### src/rtl/ita_output_buffer_if.sv
// ---------------------------------------------------------------------------
// ita_output_buffer_if
//
// Purpose:
//    Groups the push side (result beats from the ITA datapath) and the
//    output stream side of ita_output_buffer into one bundle.
//
// Signals (named as seen from the buffer):
//    push_valid_i  : result beat valid
//    push_ready_o  : buffer has space
//    push_data_i   : N*DW-bit result beat
//    push_step_i   : step tag of the pushed beat (controller step encoding)
//    oup_valid_o   : output beat valid
//    oup_ready_i   : consumer ready
//    oup_data_o    : N*DW-bit output beat
//    oup_step_o    : step tag of the output beat
//    oup_last_o    : output beat is the last beat of its tile
//
// Modports:
//    slave  : the buffer itself
//    master : the environment (producer + consumer)
// ---------------------------------------------------------------------------
interface ita_output_buffer_if #(
   parameter int N      = 16,
   parameter int DW     = 8,
   parameter int STEP_W = 4
);
   logic                push_valid_i;
   logic                push_ready_o;
   logic [N*DW-1:0]     push_data_i;
   logic [STEP_W-1:0]   push_step_i;
   logic                oup_valid_o;
   logic                oup_ready_i;
   logic [N*DW-1:0]     oup_data_o;
   logic [STEP_W-1:0]   oup_step_o;
   logic                oup_last_o;

   modport slave (
      input  push_valid_i,
      output push_ready_o,
      input  push_data_i,
      input  push_step_i,
      output oup_valid_o,
      input  oup_ready_i,
      output oup_data_o,
      output oup_step_o,
      output oup_last_o
   );

   modport master (
      output push_valid_i,
      input  push_ready_o,
      output push_data_i,
      output push_step_i,
      input  oup_valid_o,
      output oup_ready_i,
      input  oup_data_o,
      input  oup_step_o,
      input  oup_last_o
   );
endinterface

### src/rtl/ita_output_buffer.sv
// ---------------------------------------------------------------------------
// ita_output_buffer
//
// Purpose:
//    Output buffer behind the ITA datapath. Stores up to DEPTH requantized
//    N-lane result beats in a circular buffer and drains them over a
//    valid/ready stream. Each output beat carries its step tag, the last
//    beat of every M*M tile is flagged, and a one-cycle tile-done pulse
//    follows the pop of that beat. The controller throttles inner-tile work
//    by counting the push/pop handshakes against the same DEPTH.
//
// Ports:
//    clk_i        : clock
//    rst_ni       : asynchronous active-low reset
//    clear_i      : synchronous flush (wins over push and pop)
//    bus          : ita_output_buffer_if.slave (push + output stream)
//    tile_done_o  : registered pulse, cycle after the tile's last beat pops
//    count_o      : occupied entries (0..DEPTH)
//    overflow_o   : sticky, push attempted while full
//
// Configuration:
//    ITA_OUTBUF_BYPASS_EN : when defined, a beat pushed into an empty buffer
//                           is presented on the output in the same cycle and,
//                           if taken immediately, never stored.
// ---------------------------------------------------------------------------
module ita_output_buffer #(
   parameter int N      = 16,
   parameter int M      = 64,
   parameter int DW     = 8,
   parameter int DEPTH  = 4,
   parameter int STEP_W = 4
) (
   input  logic                        clk_i,
   input  logic                        rst_ni,
   input  logic                        clear_i,
   ita_output_buffer_if.slave          bus,
   output logic                        tile_done_o,
   output logic [$clog2(DEPTH):0]      count_o,
   output logic                        overflow_o
);

   localparam int BEATS = (M * M) / N;
   localparam int AW    = $clog2(DEPTH);
   localparam int BCW   = (BEATS > 1) ? $clog2(BEATS) : 1;

   localparam logic [AW:0]    FULL_CNT = (AW+1)'(DEPTH);
   localparam logic [BCW-1:0] LAST_BC  = BCW'(BEATS - 1);

   // ------------------------------------------------------------------
   // State
   // ------------------------------------------------------------------
   logic [AW-1:0]     wp_q, wp_d;
   logic [AW-1:0]     rp_q, rp_d;
   logic [AW:0]       cnt_q, cnt_d;
   logic [BCW-1:0]    bc_q, bc_d;
   logic              tile_done_q, tile_done_d;
   logic              overflow_q, overflow_d;

   // Beat storage; read asynchronously at rp so that a beat written at an
   // edge is visible on the output right after that edge.
   logic [N*DW-1:0]   mem_data_q [DEPTH];
   logic [STEP_W-1:0] mem_step_q [DEPTH];

   // ------------------------------------------------------------------
   // Handshake decode
   // ------------------------------------------------------------------
   logic full;
   logic empty;
   logic bypass_sel;    // output is being fed straight from the push inputs
   logic bypass_take;   // bypassed beat consumed this cycle, never stored
   logic push_fire;     // beat written into storage
   logic pop_fire;      // output handshake (stored or bypassed beat)
   logic pop_mem;       // output handshake that frees a stored entry
   logic at_last;
   logic oup_valid;

   always_comb begin
      full  = (cnt_q == FULL_CNT);
      empty = (cnt_q == '0);

`ifdef ITA_OUTBUF_BYPASS_EN
      bypass_sel = empty && bus.push_valid_i;
`else
      bypass_sel = 1'b0;
`endif

      oup_valid   = !empty || bypass_sel;
      bypass_take = bypass_sel && bus.oup_ready_i;
      pop_fire    = oup_valid && bus.oup_ready_i;
      pop_mem     = pop_fire && !bypass_take;
      // Ready depends only on occupancy: a full buffer refuses a push even
      // if a pop happens in the same cycle.
      push_fire   = bus.push_valid_i && !full && !bypass_take;
      at_last     = (bc_q == LAST_BC);
   end

   // ------------------------------------------------------------------
   // Next-state logic
   // ------------------------------------------------------------------
   always_comb begin
      wp_d        = wp_q;
      rp_d        = rp_q;
      cnt_d       = cnt_q;
      bc_d        = bc_q;
      tile_done_d = 1'b0;
      overflow_d  = overflow_q;

      if (clear_i) begin
         wp_d        = '0;
         rp_d        = '0;
         cnt_d       = '0;
         bc_d        = '0;
         tile_done_d = 1'b0;
         overflow_d  = 1'b0;
      end else begin
         if (push_fire) begin
            wp_d = wp_q + 1'b1;
         end
         if (pop_mem) begin
            rp_d = rp_q + 1'b1;
         end

         unique case ({push_fire, pop_mem})
            2'b10:   cnt_d = cnt_q + 1'b1;
            2'b01:   cnt_d = cnt_q - 1'b1;
            default: cnt_d = cnt_q;
         endcase

         // Beat counter tracks every accepted output beat, including
         // bypassed ones; BEATS need not be a power of two.
         if (pop_fire) begin
            bc_d        = at_last ? '0 : bc_q + 1'b1;
            tile_done_d = at_last;
         end

         if (bus.push_valid_i && full) begin
            overflow_d = 1'b1;
         end
      end
   end

   // ------------------------------------------------------------------
   // Control registers
   // ------------------------------------------------------------------
   always_ff @(posedge clk_i or negedge rst_ni) begin
      if (!rst_ni) begin
         wp_q        <= '0;
         rp_q        <= '0;
         cnt_q       <= '0;
         bc_q        <= '0;
         tile_done_q <= 1'b0;
         overflow_q  <= 1'b0;
      end else begin
         wp_q        <= wp_d;
         rp_q        <= rp_d;
         cnt_q       <= cnt_d;
         bc_q        <= bc_d;
         tile_done_q <= tile_done_d;
         overflow_q  <= overflow_d;
      end
   end

   // ------------------------------------------------------------------
   // Storage (no reset: contents are meaningless while cnt is zero)
   // ------------------------------------------------------------------
   always_ff @(posedge clk_i) begin
      if (push_fire && !clear_i) begin
         mem_data_q[wp_q] <= bus.push_data_i;
         mem_step_q[wp_q] <= bus.push_step_i;
      end
   end

   // ------------------------------------------------------------------
   // Outputs
   // ------------------------------------------------------------------
   assign bus.push_ready_o = !full;
   assign bus.oup_valid_o  = oup_valid;
   assign bus.oup_last_o   = oup_valid && at_last;

   always_comb begin
      if (bypass_sel) begin
         bus.oup_data_o = bus.push_data_i;
         bus.oup_step_o = bus.push_step_i;
      end else begin
         bus.oup_data_o = mem_data_q[rp_q];
         bus.oup_step_o = mem_step_q[rp_q];
      end
   end

   assign tile_done_o = tile_done_q;
   assign count_o     = cnt_q;
   assign overflow_o  = overflow_q;

endmodule

### src/flat_wrapper.sv
// flat-port wrapper written by rule: the top's interface ports become plain ports
module ita_output_buffer_flat 
#(
   parameter int N      = 16,
   parameter int M      = 64,
   parameter int DW     = 8,
   parameter int DEPTH  = 4,
   parameter int STEP_W = 4
)
  (clk_i, rst_ni, clear_i, tile_done_o, count_o, overflow_o, bus_push_valid_i, bus_push_ready_o, bus_push_data_i, bus_push_step_i, bus_oup_valid_o, bus_oup_ready_i, bus_oup_data_o, bus_oup_step_o, bus_oup_last_o);
  ita_output_buffer_if #(.N(N), .DW(DW), .STEP_W(STEP_W)) bus_i ();
  input  logic clk_i;
  input  logic rst_ni;
  input  logic clear_i;
  output logic tile_done_o;
  output logic [$clog2(DEPTH):0] count_o;
  output logic overflow_o;
  input wire logic [$bits(bus_i.push_valid_i)-1:0] bus_push_valid_i;
  output wire logic [$bits(bus_i.push_ready_o)-1:0] bus_push_ready_o;
  input wire logic [$bits(bus_i.push_data_i)-1:0] bus_push_data_i;
  input wire logic [$bits(bus_i.push_step_i)-1:0] bus_push_step_i;
  output wire logic [$bits(bus_i.oup_valid_o)-1:0] bus_oup_valid_o;
  input wire logic [$bits(bus_i.oup_ready_i)-1:0] bus_oup_ready_i;
  output wire logic [$bits(bus_i.oup_data_o)-1:0] bus_oup_data_o;
  output wire logic [$bits(bus_i.oup_step_o)-1:0] bus_oup_step_o;
  output wire logic [$bits(bus_i.oup_last_o)-1:0] bus_oup_last_o;
  assign bus_i.push_valid_i = bus_push_valid_i;
  assign bus_push_ready_o = bus_i.push_ready_o;
  assign bus_i.push_data_i = bus_push_data_i;
  assign bus_i.push_step_i = bus_push_step_i;
  assign bus_oup_valid_o = bus_i.oup_valid_o;
  assign bus_i.oup_ready_i = bus_oup_ready_i;
  assign bus_oup_data_o = bus_i.oup_data_o;
  assign bus_oup_step_o = bus_i.oup_step_o;
  assign bus_oup_last_o = bus_i.oup_last_o;
  ita_output_buffer #(.N(N), .M(M), .DW(DW), .DEPTH(DEPTH), .STEP_W(STEP_W)) u_core (.clk_i(clk_i), .rst_ni(rst_ni), .clear_i(clear_i), .bus(bus_i), .tile_done_o(tile_done_o), .count_o(count_o), .overflow_o(overflow_o));
endmodule
### config.mk
export PLATFORM = sky130hd
export DESIGN_NAME = ita_output_buffer_flat
export DESIGN_NICKNAME = d
export VERILOG_FILES = /design/src/rtl/ita_output_buffer_if.sv /design/src/rtl/ita_output_buffer.sv /design/src/flat_wrapper.sv
export SDC_FILE = /design/constraint.sdc
export NUM_CORES = 1
export LEC_CHECK = 0
export ABC_CLOCK_PERIOD_IN_PS = 6000
export BUFFER_PORTS_ARGS = -buffer_cell sky130_fd_sc_hd__buf_2
export CORE_AREA = 10 10 178 305
export DETAILED_ROUTE_END_ITERATION = 10
export DIE_AREA = 0 0 188 315
export PLACE_DENSITY = 0.63
export REMOVE_ABC_BUFFERS = 1
export SLEW_MARGIN = 20
export SYNTH_ARGS = -nofsm -noshare
export SYNTH_HDL_FRONTEND = slang
export SYNTH_SLANG_ARGS = --single-unit
### constraint.sdc
create_clock -name clk_i -period 6 [get_ports clk_i]
set_clock_uncertainty 0.2 [all_clocks]
set_input_delay 0.6 -clock clk_i [delete_from_list [all_inputs] [get_ports clk_i]]
set_output_delay 0.6 -clock clk_i [all_outputs]
set_load 0.01 [all_outputs]
-- After elaboration in Yosys (flattened, before gate mapping)
Memory sizes are Yosys's and may differ from the RTL's.
Index checks and enable logic that the tools add are counted.
- equality and inequality tests: 4
- multiplexer cells: 15
- $add $sub $neg: 5
- reduce and logical (&&, ||, !) cells: 13
- operators by type and width (operator ; count):
    8-bit 2-to-1 mux ; 3
    8-bit by 1-bit adder with 8-bit output (second input constant) ; 1
    8-bit equality test (second input constant) ; 1
    2-bit 2-to-1 mux ; 4
    1-bit 2-to-1 mux ; 6
    3-bit one-hot mux with 2 select lines ; 1
    2-bit nonzero test ; 3
    1-bit logical AND ; 5
    2-bit by 1-bit adder with 2-bit output (second input constant) ; 2
    3-bit by 1-bit adder with 3-bit output (second input constant) ; 1
    3-bit equality test (second input constant) ; 1
    1-bit logical NOT ; 3
    3-bit logical NOT ; 1
    3-bit 2-to-1 mux ; 1
    3-bit nonzero test ; 1
    3-bit by 1-bit subtractor with 3-bit output (second input constant) ; 1
    2-bit by 1-bit equality test with 1-bit output (second input constant) ; 1
    2-bit equality test (second input constant) ; 1
- word-level logic and storage cells: 45
- input bits: 137
- register bits after elaboration: 17
- output and inout port bits: 140
- memory bits (writable): 528
- memories kept: 2
- memories (memory ; words ; width ; rd ports ; clocked after memory_dff ; wr ports ; RTL line ; RTL):
    u_core.mem_data_q ; 4 ; 128 ; 1 ; 0 ; 1 ; ita_output_buffer.sv:61 ; logic [N*DW-1:0] mem_data_q [DEPTH];
    u_core.mem_step_q ; 4 ; 4 ; 1 ; 0 ; 1 ; ita_output_buffer.sv:62 ; logic [STEP_W-1:0] mem_step_q [DEPTH];

-- Logic depth before layout (Yosys ltp)
- word-level depth: 6
- gate-level depth with buffers: 7
- depth with buffers taken out: 6

-- Least setup slack after synthesis
No wires, ideal clock.
- kind: register -> register
- start point: register u_core.cnt_q[0] (netlist: u_core.count_o[0])
- end point: memory u_core.mem_data_q[0][0] (netlist bit) (enable)
- period minus slack after synthesis: 4782 ps
- stages on the path, launching flop included: 6
- setup time: 508 ps
- buffers on the path: 1
- setup slack: 1218 ps
- arrival: 4075 ps
- required time: 5292 ps
- cells stage by stage: dfrtp_1 -> or3b_1 -> buf_6 -> nand2_8 -> nor2_1 -> and2_1
- cells in the longest elaborated chain, start to end: 6
- ends and longest elaborated chain (element ; RTL line ; RTL):
    from (decl) ; ita_output_buffer.sv:54 ; logic [AW:0] cnt_q, cnt_d;
    from (signal assigned) ; ita_output_buffer.sv:156 ; cnt_q <= cnt_d;
    3-bit equality test ; ita_output_buffer.sv:78 ; full = (cnt_q == FULL_CNT);
    1-bit logical NOT ; n/a ;
    via bus_push_ready_o ; flat_wrapper.sv:19 ; output wire logic [$bits(bus_i.push_ready_o)-1:0] bus_push_ready_o;
    1-bit logical AND ; ita_output_buffer.sv:93 ; push_fire = bus.push_valid_i && !full && !bypass_take;
    1-bit logical AND ; ita_output_buffer.sv:167 ; if (push_fire && !clear_i) begin
    1-bit 2-to-1 mux ; ita_output_buffer.sv:167 ;
    1-bit 2-to-1 mux (not written as such) ; ita_output_buffer.sv:168 ; mem_data_q[wp_q] <= bus.push_data_i;
    to (decl) ; ita_output_buffer.sv:61 ;
The timed path passes the listed nets, and every way through them passes these cells.

-- Worst setup path in the final report
- start point: register u_core.rp_q[0]
- end point: output bus_oup_data_o[65]
- cells in the longest elaborated chain, start to end: 1
- ends and longest elaborated chain (element ; RTL line ; RTL):
    from (decl) ; ita_output_buffer.sv:53 ; logic [AW-1:0] rp_q, rp_d;
    from (signal assigned) ; ita_output_buffer.sv:155 ; rp_q <= rp_d;
    memory 4 x 128 bit ; n/a ;
    to (decl) ; flat_wrapper.sv:24 ; output wire logic [$bits(bus_i.oup_data_o)-1:0] bus_oup_data_o;
No other way between the ends.

==> results.json <==
{
  "irDropWorstVdd_uv": 209,
  "drt_wl_total_um": 43100,
  "leakage_nw": 7.88,
  "dominantRegCellSynth": "edfxtp_1",
  "cts.sinks": 545,
  "min_path_cells": 1,
  "track_usage_pct": 14.3,
  "syn_inst": 789,
  "grt_max_degree": 133,
  "period_share_pct": 59.5,
  "async_reset_ff_share_pct": 3.12,
  "worstReg2RegEnd": "u_core.mem_data_q[2][44]",
  "drive_gt1_share_pct": 44.0,
  "setup_viol": 0,
  "fin_setup_tns_ps": 0,
  "path_max_fanout": 39,
  "reg2reg_depth": 5,
  "netlist_area_um2": 20000,
  "cts_tree": "yes",
  "grt_overflow": 0,
  "arrival_ps": 2770,
  "max_stage_delay_ps": 740,
  "yosysSeqAreaShare_pct": 81.5,
  "p_per_area_nw_per_um2": 406,
  "io_buffers": 276,
  "yosysWarnings": 0,
  "synth_cell_types": 41,
  "avgViaCountPerCell": 5.11,
  "slowest_stage": "dfrtp_4",
  "path_buf_inv": 3,
  "coreArea_um2": 49200,
  "final_cells": 1794,
  "antenna_found_initial": 20,
  "hold_ws_ps": 33.8,
  "routed-via-count": 9159,
  "cts-resized-gates": 0,
  "hp-start": "bus_push_data_i[82]",
  "grt_pass1_vias": 9809,
  "synth_edf_count": 528,
  "drt_iter0_markers": 552,
  "slew_headroom_pct": 39.1,
  "syn_area_per_cell_um2": 25.3,
  "crit_chain": "buf_16, buf_12, mux4_2, buf_2",
  "dr.pass1.iters": 4,
  "grt_pass1_wl_um": 64100,
  "die_h_um": 315,
  "h-tree-depth": 2,
  "area_delta_synth_final_pct": 19.3,
  "clock_latency_ps": 570,
  "r2r_start": "u_core.count_o[0]",
  "cp-start-kind": "flop",
  "numCtsBuffers": 49,
  "status": "finished clean",
  "die_x_um": 188,
  "path_clk_slew_ps": 70,
  "fmax_mhz": 280,
  "critPathTopFamily": "buffers and inverters",
  "wl_per_cell_um": 24.0,
  "drc": 0,
  "min_period_ps": 3570,
  "final-hold-violation-count": 0,
  "maxSlewViolCount": 0,
  "rsz0062_at_grt": "no",
  "cp-end-kind": "output pin",
  "hold_class": "input pin to flop",
  "cts_root_buf": "clkbuf_16",
  "cp.required_ps": 5200,
  "postCtsSetupBuffers": 0,
  "cts.path.max_buffers": 3,
  "cap_violations": 0,
  "dp.cells": 1702,
  "fp-row-count": 108,
  "num_io_pins": 277,
  "dieArea_um2": 59200,
  "start_util_pct": 40.6,
  "dp_hpwl_um": 27100,
  "place_congestion": 0.715,
  "min_to": "u_core.mem_data_q[0][82]",
  "worst-setup-path-type": "flop to output pin",
  "r2r_slack_ps": 2740,
  "nets": 1237,
  "ys_ff_latch": 545,
  "worst_pin_slew_ps": 913,
  "final_antenna_net_count": 0
}
synth_stat cells, types with 2 or more instances:
library cell,number,area (um^2)
xnor2_1,3,26.3
inv_1,2,7.51
xor2_1,6,52.6
buf_4,6,45.0
o31a_1,2,17.5
nand2b_1,3,18.8
nor2_1,14,52.6
buf_1,7,26.3
nor3_1,2,10.0
mux4_2,132,2970
and3_1,2,12.5
o21ai_0,2,10.0
ha_1,5,62.6
a21oi_1,3,15.0
nand3_1,2,10.0
nand4_1,2,12.5
clkbuf_1,10,37.5
edfxtp_1,528,15900
nand2_1,8,30.0
and2_1,4,25.0
dfrtp_1,17,425
buf_2,10,50.1
stage by stage:
| stage | worst slack, ps | cell area [um^2] | total power, mW | util [%] |
|---|---|---|---|---|
| after CTS | 2280 | 23800 | 9.86 | 48.4 |
| after global routing | 2200 | 23800 | 10.1 | 48.4 |
| after global placement | 2650 | 22200 | 6.65 | 45.0 |
| after floorplan | -603 | 19800 | 5.97 | - |
| after detailed placement | 2670 | 22200 | 6.68 | 45.1 |
| final | 2430 | 23800 | 9.68 | 48.4 |
sequential cells by signal, indices dropped and copies added (netlist names):
register            count
u_core.mem_data_q     512
u_core.mem_step_q      16
u_core.bc_q             8
u_core.count_o          3
u_core.rp_q             2
u_core.wp_q             2
u_core.overflow_o       1
u_core.tile_done_o      1
repair_timing:
action / 4_1_cts / 5_1_grt
endpoints found under the setup margin: 0 / 0
hold buffers: 1 / 0
endpoints found under the hold margin: 17 / 0
cell families (layout without fill, tap and decap cells):
| group | Yosys count | after routing | synth area share [%] |
|---|---|---|---|
| DFF | 545 | 545 | 81.5 |
| muxes | 134 | 134 | 15.0 |
| and+or+nand+nor | 44 | 44 | 1.21 |
| buffers and inverters | 36 | 376 | 0.890 |
| AOI/OAI and AO/OA | 14 | 14 | 0.489 |
| xor gates and xnor gates | 10 | 10 | 0.476 |
| adders and majority gates | 6 | 6 | 0.413 |
| other | 0 | 5 | 0 |
worst max path at each step:
stage,to,depth (start not counted),startpoint,slack (ps)
floorplan,bus_oup_data_o[0],1,u_core.rp_q[0],-600
global placement,u_core.mem_data_q[2][0],5,u_core.count_o[0],2650
detailed placement,u_core.mem_data_q[1][41],5,u_core.count_o[0],2670
CTS,bus_oup_data_o[4],4,u_core.rp_q[0],2280
global route,bus_oup_data_o[114],4,u_core.rp_q[0],2200
finish,bus_oup_data_o[65],4,u_core.rp_q[0],2430
where the power goes:
part | leakage [nW] | internal (mW) | total [mW] | switching, mW
registers | 5.02 | 4.42 | 4.55 | 0.125
logic | 2.07 | 0.944 | 1.97 | 1.03
clock network | 0.790 | 1.84 | 3.16 | 1.32
total | 7.88 | 7.21 | 9.68 | 2.47
cell type report:
type | count | area (um^2)
clock inverters | 21 | 279
flip-flops and latches | 545 | 16300
inverters | 2 | 7.51
well taps | 660 | 826
repair buffers | 288 | 1540
fillers | 4092 | 25400
clock buffers | 65 | 1350
diodes | 5 | 12.5
multi-input cells | 208 | 3520
layer usage:
metal  vias to the layer above  part of all wire [%]  GRT usage (%)  wire length (um)
li1                       3982                     -              -                 -
met1                      4786                    38           16.4             16200
met2                       274                    52           24.2             22300
met3                        95                   7.1           4.73              3060
met4                        22                   3.2           5.86              1390
met5                         -                  0.29              0               127
placed cells by master, fill, tap and decap left out, types with 2 or more instances in the layout:
master	Yosys	routed
edfxtp_1	528	528
buf_2	10	276
mux4_2	132	132
clkbuf_16	0	51
dfrtp_1	17	15
nor2_1	14	14
clkbuf_1	10	12
nand2_1	8	8
clkinv_1	0	7
xor2_1	6	6
bufinv_16	0	6
buf_4	6	6
diode_2	0	5
ha_1	5	5
and2_4	0	4
clkinv_2	0	4
buf_12	0	4
a21oi_1	3	3
xnor2_1	3	3
nand2b_1	3	3
inv_1	2	2
and3_1	2	2
nand3_1	2	2
o31a_1	2	2
nand4_1	2	2
nor3_1	2	2
o21ai_0	2	2
clkbuf_8	0	2
dfrtp_4	0	2
Power figures use the tool's default switching activity.
